### config.mk
export PLATFORM = sky130hd
export DESIGN_NAME = cpu_out_capture_fifo
export DESIGN_NICKNAME = d
export VERILOG_FILES = /design/src/rtl/cpu_out_capture_fifo.sv
export SDC_FILE = /design/constraint.sdc
export NUM_CORES = 1
export LEC_CHECK = 0
export CORE_MARGIN = 2
export CORE_UTILIZATION = 44
export CTS_BUF_LIST = sky130_fd_sc_hd__clkbuf_8
export CTS_CLUSTER_SIZE = 10
export DETAILED_ROUTE_END_ITERATION = 8
export REMOVE_ABC_BUFFERS = 1
export SKIP_LAST_GASP = 1
export SLEW_MARGIN = 40
export SYNTH_ARGS = -nofsm -noshare
export SYNTH_HDL_FRONTEND = slang
export SYNTH_SLANG_ARGS = --single-unit
### constraint.sdc
create_clock -name clock -period 4.33 [get_ports clock]
set_input_delay 0.433 -clock clock [delete_from_list [all_inputs] [get_ports clock]]
set_output_delay 0.433 -clock clock [all_outputs]
set_load 0.05 [all_outputs]
### src/rtl/cpu_out_capture_fifo.sv
// rtl/cpu_out_capture_fifo.sv - capture FIFO for the CPU output port with valid/ready drain
//
// Ports:
//   clock        rising-edge clock, shared with the CPU
//   reset        asynchronous active-low reset, release synchronous to clock
//   in_flag      CPU outFlag; in_data is captured when set
//   in_data      CPU output word
//   out_valid    oldest word is presented on out_data
//   out_data     oldest buffered word, zero when empty (first-word-fall-through)
//   out_ready    consumer accepts out_data this cycle
//   level        number of words held, 0..DEPTH
//   full         level == DEPTH
//   overflow     sticky flag: a word was dropped since reset or clear_stats
//   drop_count   saturating count of dropped words
//   clear_stats  synchronous clear of overflow and drop_count
module cpu_out_capture_fifo #(
    parameter int DATAWIDTH = 25,
    parameter int DEPTH     = 8,
    parameter int ADDRW     = 3,
    parameter int DROPW     = 8
) (
    input  logic                 clock,
    input  logic                 reset,
    input  logic                 in_flag,
    input  logic [DATAWIDTH-1:0] in_data,
    output logic                 out_valid,
    output logic [DATAWIDTH-1:0] out_data,
    input  logic                 out_ready,
    output logic [ADDRW:0]       level,
    output logic                 full,
    output logic                 overflow,
    output logic [DROPW-1:0]     drop_count,
    input  logic                 clear_stats
);

    localparam logic [ADDRW:0] FULL_LEVEL = (ADDRW + 1)'(DEPTH);

    logic [DATAWIDTH-1:0] mem [DEPTH];
    logic [ADDRW-1:0]     wr_ptr;
    logic [ADDRW-1:0]     rd_ptr;
    logic                 push;
    logic                 pop;
    logic                 drop;

    // Status is derived from level so it tracks the async reset immediately.
    assign out_valid = (level != '0);
    assign full      = (level == FULL_LEVEL);

    // A full FIFO still accepts a word when the oldest one leaves in the same cycle.
    assign pop  = out_valid && out_ready;
    assign push = in_flag && (!full || pop);
    assign drop = in_flag && full && !pop;

    // Gating by out_valid keeps stale or uninitialised storage off the bus.
    assign out_data = out_valid ? mem[rd_ptr] : '0;

    // Storage is deliberately not reset; only written words are ever presented.
    always_ff @(posedge clock) begin
        if (push) begin
            mem[wr_ptr] <= in_data;
        end
    end

    always_ff @(posedge clock or negedge reset) begin
        if (!reset) begin
            wr_ptr     <= '0;
            rd_ptr     <= '0;
            level      <= '0;
            overflow   <= 1'b0;
            drop_count <= '0;
        end else begin
            // DEPTH is a power of two, so pointer wrap is natural overflow.
            if (push) begin
                wr_ptr <= wr_ptr + 1'b1;
            end
            if (pop) begin
                rd_ptr <= rd_ptr + 1'b1;
            end

            case ({push, pop})
                2'b10:   level <= level + 1'b1;
                2'b01:   level <= level - 1'b1;
                default: level <= level;
            endcase

            // Clear takes priority over a drop in the same cycle.
            if (clear_stats) begin
                overflow   <= 1'b0;
                drop_count <= '0;
            end else if (drop) begin
                overflow <= 1'b1;
                if (drop_count != '1) begin
                    drop_count <= drop_count + 1'b1;
                end
            end
        end
    end

endmodule

==> results of run 1 <==
==> sequential cells by signal (all words and copies together), names as in the netlist <==
name / flops
wr_ptr: 3
mem: 200
drop_count: 8
overflow: 1
level: 4
rd_ptr: 3
==> power groups by stage <==
stage / Combinational [mW] / Clock (mW) / Sequential, mW
after global routing: 2.98 / 1.76 / 2.99
after CTS: 2.86 / 1.66 / 2.96
after global placement: 2.84 / 0 / 2.99
after floorplan: 1.84 / 0 / 3.04
final: 2.81 / 1.61 / 2.95
after detailed placement: 2.84 / 0 / 3.01
==> per-layer routing <==
metal  track usage (%)  share of wire (%)  up-vias
met5                 0              0.076        -
met4             5.876                1.8        2
met3             4.073                5.6       29
met2             27.79                 50      125
met1             23.15                 43     2269
li1                  -                  -     1960
==> layout by cell type (no fill, tap or decap), drive strengths merged, types with 4 or more instances in the layout <==
| cell | netlist | routed |
|---|---|---|
| nor3 | 4 | 4 |
| nand4 | 4 | 4 |
| clkdlybuf4s50 | 0 | 68 |
| mux4 | 50 | 50 |
| nand3 | 4 | 4 |
| clkinv | 0 | 9 |
| or3 | 5 | 5 |
| inv | 2 | 22 |
| nand2b | 4 | 4 |
| nand2 | 6 | 6 |
| nor2 | 38 | 38 |
| xor2 | 5 | 5 |
| buf | 10 | 14 |
| o21ai | 7 | 7 |
| edfxtp | 200 | 200 |
| clkbuf | 11 | 38 |
| xnor2 | 4 | 4 |
| mux2i | 28 | 28 |
| dfrtp | 19 | 19 |
| a21oi | 6 | 6 |
| ha | 4 | 4 |
==> how the worst max path moves through the flow <==
stage / start / to / cells after the start
global placement: rd_ptr[0] / out_data[15] / 5
global route: rd_ptr[0] / out_data[19] / 5
finish: rd_ptr[0] / out_data[3] / 5
CTS: rd_ptr[0] / out_data[3] / 5
detailed placement: rd_ptr[0] / out_data[3] / 5
floorplan: rd_ptr[0] / out_data[0] / 3
==> per-stage QoR <==
stage / cell area, um2 / worst slack [ns] / cells / utilization [%]
after CTS: 10420 / 0.7267 / 824 / 53.73
after floorplan: 8572 / 0.5868 / 409 / -
after global placement: 9766 / 1.320 / 756 / 50.34
after global routing: 10420 / 0.6197 / 824 / 53.73
final: 10420 / 0.8151 / 824 / 53.73
after detailed placement: 9763 / 1.303 / 756 / 50.33
==> final cells by class <==
type / instances / area share (%)
Sequential cell: 219 / 62.26
Multi-Input combinational cell: 188 / 20.51
Clock inverter: 29 / 1.224
Clock buffer: 38 / 5.017
Tap cell: 265 / 3.181
Inverter: 2 / 0.07202
Timing Repair Buffer: 83 / 7.730
==> kinds of logic (layout without fill, tap and decap cells) <==
group           Yosys count  in the layout  synth area share, %
flops                   219            219                74.80
mux                      80             80                16.49
simple gates             72             72                4.217
compound gates           23             23                1.849
buf+inv                  23            152                1.155
xor+xnor                  9              9               0.9097
fa+ha+maj                 4              4               0.5776
==> results.py, run 1 <==
metrics = {
    "run_status": {
        "status": "finished, final reports clean",
    },
    "yosys": {
        "synth_seq_cells": 219,
        "synth_area_leaders": "edfxtp_1, mux4_2, dfrtp_1",
        "synthCells": 430,
        "synth_cell_types": 42,
        "seq_area_frac_synth_pct": 74.80,
        "ys.warnings.count": 0,
        "synth.largest_area_cell": "edfxtp_1",
        "ys.flop_type": "edfxtp_1",
        "synth.most_common_cell": "edfxtp_1",
        "synth_commonest_cells": "edfxtp_1, mux4_2, nor2_1",
        "synthArstFlopShare_pct": 8.676,
        "syn_area_mm2": 0.008665,
        "synth_edf_count": 200,
        "synth_area_per_cell_um2": 20.15,
        "yosysTopAreaCellShare_pct": 69.31,
    },
    "critical_path": {
        "ff2ff_path_depth": 5,
        "rr_endpoint": "mem[2][0]",
        "endpoint_kind": "primary output",
        "cp.arrival_ns": 3.08,
        "required_ns": 3.90,
        "worst-path-buf-inv": 2,
        "crit_family": "buffers and inverters",
        "worstReg2RegStart": "level[1]",
        "cpPeakStageDelay_ns": 0.73,
        "crit_slowest_cell": "clkdlybuf4s50_1",
        "rrSetupSlack_ns": 1.81,
        "critPathMaxFanout": 18,
        "cp-start-kind": "register",
        "crit_type": "reg2out",
        "cp_cell_sequence": "buf_4 -> mux4_2 -> mux2i_1 -> nor2_1 -> clkdlybuf4s50_1",
    },
    "power": {
        "p_sw_mw": 2.747,
        "p_per_area_mw_per_mm2": 707.1,
        "pwr-share-clk_pct": 21.9,
        "ir_drop_v": 0.0004839,
        "p_comb_share_pct": 38.1,
        "total_power_mw": 7.371,
        "p_sw_share_pct": 37.27,
        "pwr-share-seq_pct": 40.1,
        "internal_power_mw": 4.624,
        "leakagePower_nw": 3.530,
    },
    "clocking": {
        "cts_max_level": 2,
        "path_clk_slew_ns": 0.06,
        "numCtsBuffers": 37,
        "holdBufCountCts": 1,
        "cts_root_buf": "clkbuf_8",
        "cts_tree": "done",
        "postCtsSetupRepairBufs": 0,
        "clock_sinks": 219,
        "cts_resized": 0,
        "clockBufferDepth": 3,
        "clk_latency_ns": 0.53,
    },
    "timing": {
        "rsz0062_at_grt": "false",
        "slew_viol_final": 0,
        "tightest_slew_ns": 0.6834,
        "finalCritPeriodShare_pct": 81.18,
        "worst_slew_margin_rel_pct": 54.33,
        "fmax_mhz": 284.5,
        "hold_viol": 0,
        "hold_slack_ns": 0.4074,
        "tns_ns": 0,
        "finalSetupViolCount": 0,
        "fin_crit_ns": 3.515,
        "finalClockSkew_ns": 0.01801,
    },
    "detailed_routing": {
        "num_vias": 4385,
        "drtIter0Drc": 311,
        "drt-total-wl_um": 17010,
        "drc": 0,
        "dr.pass1.iters": 4,
        "antenna_left": 0,
        "wl_per_cell_um": 20.64,
        "vias_per_cell": 5.322,
    },
    "floorplan": {
        "start_util_pct": 44.67,
        "die_h_um": 144.3,
        "fp.dieArea_mm2": 0.02083,
        "dieWidth_um": 144.3,
        "io_pins": 70,
        "num_rows": 51,
        "coreArea_mm2": 0.01940,
    },
    "cells_and_area": {
        "synthToLayoutAreaGrowth_pct": 20.30,
        "fin_nets": 565,
        "antenna_cells": 0,
        "drive_gt1_share_pct": 22.18,
        "multi_input_area_mm2": 0.002138,
        "num-fill-cells": 1558,
        "regArea_mm2": 0.006490,
    },
    "worst_hold_path": {
        "min_path_type": "in2async",
    },
    "grt": {
        "antenna_found_initial": 1,
        "grt_pass1_vias": 4623,
        "gr-total-overflow": 0,
        "grt_pass1_wl_um": 26260,
        "grt_use_total_pct": 17.18,
        "grt_max_degree": 29,
    },
    "place": {
        "port_buffers": 69,
        "gp_congestion": 0.7389,
        "dpl.hpwl_um": 9659,
    },
    "flow_run": {
        "cap_violations": 0,
    },
}
(Power assumes the default switching activity.)
==> run 2: changes to the inputs <==
==> constraint.sdc (replaced) <==
create_clock -name clock -period 3.27 [get_ports clock]
set_input_delay 0.327 -clock clock [delete_from_list [all_inputs] [get_ports clock]]
set_output_delay 0.327 -clock clock [all_outputs]
set_load 0.05 [all_outputs]
==> run 2 against run 1 <==
Against the previous run:
- clock power rose by 32%
- die area stayed put
- hold slack got worse by 0.10 ns
- design area rose by 1.1%
- count of clock-buffer cells in the layout rose by 1
- register-to-register slack worse by 0.86 ns
- worst setup slack worse by 0.68 ns
- combinational power rose by 41%
- global-route usage fell by 0.13 points
- critical path depth unchanged
- via count barely moved
==> results.py, run 2 (same netlist as run 1, synthesis figures left out) <==
metrics = {
    "grt": {
        "grt_pass1_vias": 4602,
        "grt_max_degree": 43,
        "grt_pass1_wl_um": 26220,
        "antenna_found_initial": 0,
        "gr-total-overflow": 0,
        "grt_use_total_pct": 17.05,
    },
    "cells_and_area": {
        "final_cell_mix": "edfxtp_1, clkdlybuf4s50_1, mux4_2",
        "fin_nets": 571,
        "largest_register_ffs": 200,
        "antenna_cells": 0,
        "post-route-util_pct": 54.32,
        "synthToLayoutAreaGrowth_pct": 21.60,
        "final_common_cell": "edfxtp_1",
        "drive_gt1_share_pct": 23.66,
        "reg_top3": "mem: 200 flops, drop_count: 8 flops, level: 4 flops",
        "num-fill-cells": 1563,
        "top_register": "mem",
    },
    "timing": {
        "hold_viol": 0,
        "fin_crit_ns": 3.131,
        "slew_viol_final": 0,
        "finalCritPeriodShare_pct": 95.75,
        "finalSetupViolCount": 0,
        "tightest_slew_ns": 0.5679,
        "hold_slack_ns": 0.3045,
        "rsz0062_at_grt": "false",
        "finalClockSkew_ns": 0.01266,
        "fmax_mhz": 319.4,
        "worst_slew_margin_rel_pct": 61.73,
    },
    "place": {
        "port_buffers": 69,
        "dpl.hpwl_um": 10060,
        "gp_congestion": 0.7683,
    },
    "floorplan": {
        "start_util_pct": 44.67,
        "io_pins": 70,
        "num_rows": 51,
        "coreArea_mm2": 0.01940,
        "die_h_um": 144.3,
        "dieWidth_um": 144.3,
        "fp.dieArea_mm2": 0.02083,
    },
    "clocking": {
        "clk_latency_ns": 0.52,
        "clock_sinks": 219,
        "cts_tree": "done",
        "cts_root_buf": "clkbuf_8",
        "path_clk_slew_ns": 0.06,
        "clockBufferDepth": 3,
        "cts_max_level": 2,
        "numCtsBuffers": 38,
        "postCtsSetupRepairBufs": 0,
    },
    "run_status": {
        "status": "finished, final reports clean",
    },
    "power": {
        "p_comb_share_pct": 40.2,
        "leakagePower_nw": 3.564,
        "internal_power_mw": 6.201,
        "p_sw_share_pct": 36.90,
        "p_per_area_mw_per_mm2": 932.7,
        "ir_drop_v": 0.0005358,
        "pwr-share-clk_pct": 21.5,
        "p_sw_mw": 3.626,
        "pwr-share-seq_pct": 38.3,
    },
    "detailed_routing": {
        "drt-total-wl_um": 16900,
        "num_vias": 4388,
        "drc": 0,
        "drtIter0Drc": 221,
        "antenna_left": 0,
        "vias_per_cell": 5.332,
        "dr.pass1.iters": 4,
        "wl_per_cell_um": 20.53,
    },
    "critical_path": {
        "crit_type": "reg2out",
        "crit_slowest_cell": "clkdlybuf4s50_1",
        "cp-start-kind": "register",
        "crit_cells": 5,
        "cp_cell_sequence": "buf_12 -> mux4_2 -> mux2i_1 -> nor2_1 -> clkdlybuf4s50_1",
        "rr_endpoint": "mem[0][20]",
        "crit_family": "buffers and inverters",
        "rrSetupSlack_ns": 0.95,
        "cp-startpoint": "rd_ptr[0]",
        "worstReg2RegStart": "level[0]",
        "critPathMaxFanout": 38,
        "cpPeakStageDelay_ns": 0.71,
        "crit_end": "out_data[21]",
        "cp.arrival_ns": 2.80,
        "required_ns": 2.94,
        "endpoint_kind": "primary output",
        "worst-path-buf-inv": 2,
        "ff2ff_path_depth": 5,
    },
    "worst_hold_path": {
        "min_path_type": "in2async",
    },
    "flow_run": {
        "cap_violations": 0,
    },
}
## run 2: area by class of cell
type | count | area [um2] | share of cell area [%]
inverters | 2 | 7.507 | 0.07125
flip-flops and latches | 219 | 6487 | 61.57
clock inverters | 22 | 98.84 | 0.9381
clock buffers | 39 | 536.8 | 5.094
repair buffers | 88 | 935.9 | 8.883
well taps | 265 | 331.6 | 3.147
multi-input cells | 188 | 2138 | 20.29
## run 2: power groups by stage
stage | Combinational, mW | Clock, mW | Sequential [mW]
5_1_grt | 4.21 | 2.32 | 3.80
3_3_place_gp | 4.01 | 0 | 3.80
6_report | 3.95 | 2.12 | 3.76
2_1_floorplan | 2.43 | 0 | 4.03
4_1_cts | 4.04 | 2.18 | 3.77
3_5_place_dp | 4.02 | 0 | 3.82
## run 2: worst min path at each step
stage,startpoint,endpoint,slack [ns],depth (start not counted)
final,reset,overflow,0.30,2
after CTS,reset,overflow,0.30,2
after global routing,reset,level[2],0.33,2
after global placement,overflow,overflow,0.48,2
after detailed placement,reset,level[0],0.30,1
after floorplan,reset,drop_count[0],0.03,0
## run 2: timing repair
action                                  4_1_cts  5_1_grt
endpoints found under the setup margin        0        2
hold buffers                                  1        0
hold endpoints to repair                     19        0
gates resized for setup                       0        2
## run 2: layer usage
metal  track usage [%]  wire (um)  part of all wire (%)
met3             3.609        798                   4.7
met5                 0          0                     0
met2             28.34       8507                    50
met4             5.416        289                   1.7
met1             22.77       7302                    43
## run 2: metrics by stage
step / worst slack [ns] / power (mW) / area [um2] / cells / setup TNS [ns]
finish: 0.1389 / 9.827 / 10540 / 823 / 0
global route: 0.01732 / 10.32 / 10540 / 823 / 0
CTS: 0.05619 / 9.988 / 10530 / 823 / 0
detailed placement: 0.6128 / 7.842 / 9886 / 761 / 0
global placement: 0.6058 / 7.808 / 9891 / 761 / 0
floorplan: -0.3672 / 6.462 / 8572 / 409 / -23.14
==> run 3: changes to the inputs <==
--- a/config.mk
+++ b/config.mk
@@ -8,6 +8,7 @@
 export CORE_MARGIN = 2
 export CORE_UTILIZATION = 44
 export CTS_BUF_LIST = sky130_fd_sc_hd__clkbuf_8
+export CTS_CLUSTER_DIAMETER = 200
 export CTS_CLUSTER_SIZE = 10
 export DETAILED_ROUTE_END_ITERATION = 8
 export REMOVE_ABC_BUFFERS = 1
==> run 3 against run 2 <==
Against the previous run:
- register-to-register slack worse by 0.04 ns
- combinational power about the same
- fmax about the same
- largest power group unchanged
- clock power down 25%
- count of clock-buffer cells in the layout down 14
- worst setup slack worse by 0.0012 ns
==> results.py, run 3 (same netlist as run 1, synthesis figures left out) <==
metrics = {
    "run_status": {
        "status": "finished, final reports clean",
    },
    "cells_and_area": {
        "largest_register_ffs": 200,
        "multi_input_area_mm2": 0.002138,
        "design_area_mm2": 0.01029,
        "regArea_mm2": 0.006487,
        "final_common_cell": "edfxtp_1",
        "reg_top3": "mem: 200 flops, drop_count: 8 flops, level: 4 flops",
        "synthToLayoutAreaGrowth_pct": 18.79,
        "num-fill-cells": 1565,
        "top_register": "mem",
        "fin_nets": 558,
        "final_cell_mix": "edfxtp_1, clkdlybuf4s50_1, mux4_2",
        "antenna_cells": 0,
        "drive_gt1_share_pct": 21.24,
        "post-route-util_pct": 53.06,
    },
    "power": {
        "leakagePower_nw": 3.447,
        "ir_drop_v": 0.0007646,
        "total_power_mw": 9.292,
        "p_per_area_mw_per_mm2": 902.8,
    },
    "clocking": {
        "path_clk_slew_ns": 0.08,
        "clk_latency_ns": 0.55,
        "numCtsBuffers": 25,
        "cts_tree": "done",
        "clock_sinks": 219,
        "cts_max_level": 1,
        "postCtsSetupRepairBufs": 0,
        "clockBufferDepth": 3,
        "cts_root_buf": "clkbuf_8",
    },
    "grt": {
        "grtUsageMet2_pct": 28.31,
        "use_met3_pct": 2.848,
        "antenna_found_initial": 0,
        "grt_max_degree": 43,
        "grt_pass1_wl_um": 25800,
        "grt_use_met1_pct": 22.90,
        "grt_use_total_pct": 16.64,
        "gr-total-overflow": 0,
        "grt_busiest_layer": "met2",
        "grt_pass1_vias": 4453,
    },
    "critical_path": {
        "ff2ff_path_depth": 5,
        "cp_cell_sequence": "buf_12 -> mux4_2 -> mux2i_1 -> nor2_1 -> clkdlybuf4s50_1",
        "worstReg2RegStart": "level[1]",
        "cpPeakStageDelay_ns": 0.70,
        "endpoint_kind": "primary output",
        "cp-startpoint": "rd_ptr[0]",
        "required_ns": 2.94,
        "critPathMaxFanout": 38,
        "rrSetupSlack_ns": 0.91,
        "crit_slowest_cell": "clkdlybuf4s50_1",
        "cp.arrival_ns": 2.81,
        "rr_endpoint": "mem[0][2]",
        "crit_end": "out_data[13]",
        "cp-start-kind": "register",
        "crit_type": "reg2out",
    },
    "detailed_routing": {
        "dr.pass1.iters": 4,
        "drt-total-wl_um": 16730,
        "drtIter0Drc": 219,
        "vias_per_cell": 5.335,
        "drc": 0,
        "antenna_left": 0,
        "wl_per_cell_um": 20.99,
        "num_vias": 4252,
    },
    "place": {
        "gp_congestion": 0.7683,
        "dpl-instance-area_mm2": 0.009886,
        "dpl.hpwl_um": 10060,
        "port_buffers": 69,
    },
    "timing": {
        "finalClockSkew_ns": 0.01618,
        "fmax_mhz": 319.3,
        "hold_slack_ns": 0.2600,
        "tightest_slew_ns": 0.5786,
        "finalCritPeriodShare_pct": 95.79,
        "tns_ns": 0,
        "hold_viol": 0,
        "finalSetupViolCount": 0,
        "rsz0062_at_grt": "false",
        "fin_crit_ns": 3.132,
        "slew_viol_final": 0,
        "worst_slew_margin_rel_pct": 61.00,
    },
    "floorplan": {
        "coreArea_mm2": 0.01940,
        "fp.dieArea_mm2": 0.02083,
        "die_h_um": 144.3,
        "num_rows": 51,
        "start_util_pct": 44.67,
        "dieWidth_um": 144.3,
        "io_pins": 70,
    },
    "worst_hold_path": {
        "min_path_type": "in2async",
    },
    "flow_run": {
        "cap_violations": 0,
    },
}
==> run 3: per-layer routing <==
layer / part of all wire [%] / vias to the layer above
met3: 3.6 / 25
met1: 45 / 2222
li1: - / 1924
met4: 1.7 / 0
met5: 0 / -
met2: 50 / 81
==> run 3: how the worst min path moves through the flow <==
stage	end	slack, ns	from	depth (start not counted)
floorplan	drop_count[0]	0.03	reset	0
global placement	overflow	0.48	overflow	2
detailed placement	level[0]	0.30	reset	1
CTS	level[0]	0.26	reset	2
global route	level[2]	0.28	reset	2
finish	level[0]	0.26	reset	2
==> run 3: what timing repair did <==
action	4_1_cts	5_1_grt
resized for setup	0	3
setup endpoints to repair	0	3
hold buffers	1	0
hold endpoints to repair	19	0
==> run 3: metrics by stage <==
stage                     setup slack, ns  instances
after floorplan                   -0.3672        409
after global placement             0.6058        761
after detailed placement           0.6128        761
after CTS                         0.02712        797
final                              0.1377        797
after global routing             0.003930        797
==> run 3: critical path: cells and delay by family (launching register included) <==
kind / cells / cell delay, ns
multiplexers: 2 / 0.75
flip-flops: 1 / 0.43
buffers and inverters: 2 / 1.00
AND/OR/NAND/NOR: 1 / 0.07
==> run 3: final cells by class <==
cell class,count,area share (%)
sequential,219,63.03
multi-input combinational,188,20.78
clock buffer,25,3.343
timing repair buffer,88,9.117
inverter,2,0.07294
clock inverter,10,0.4376
tap,265,3.221
==> run 3: report_power, final <==
group          leakage, nW  switching, mW  internal (mW)
Combinational         1.15           2.35           1.59
Sequential            2.06          0.253           3.50
Clock                0.234          0.888          0.701
Total                 3.45           3.50           5.79
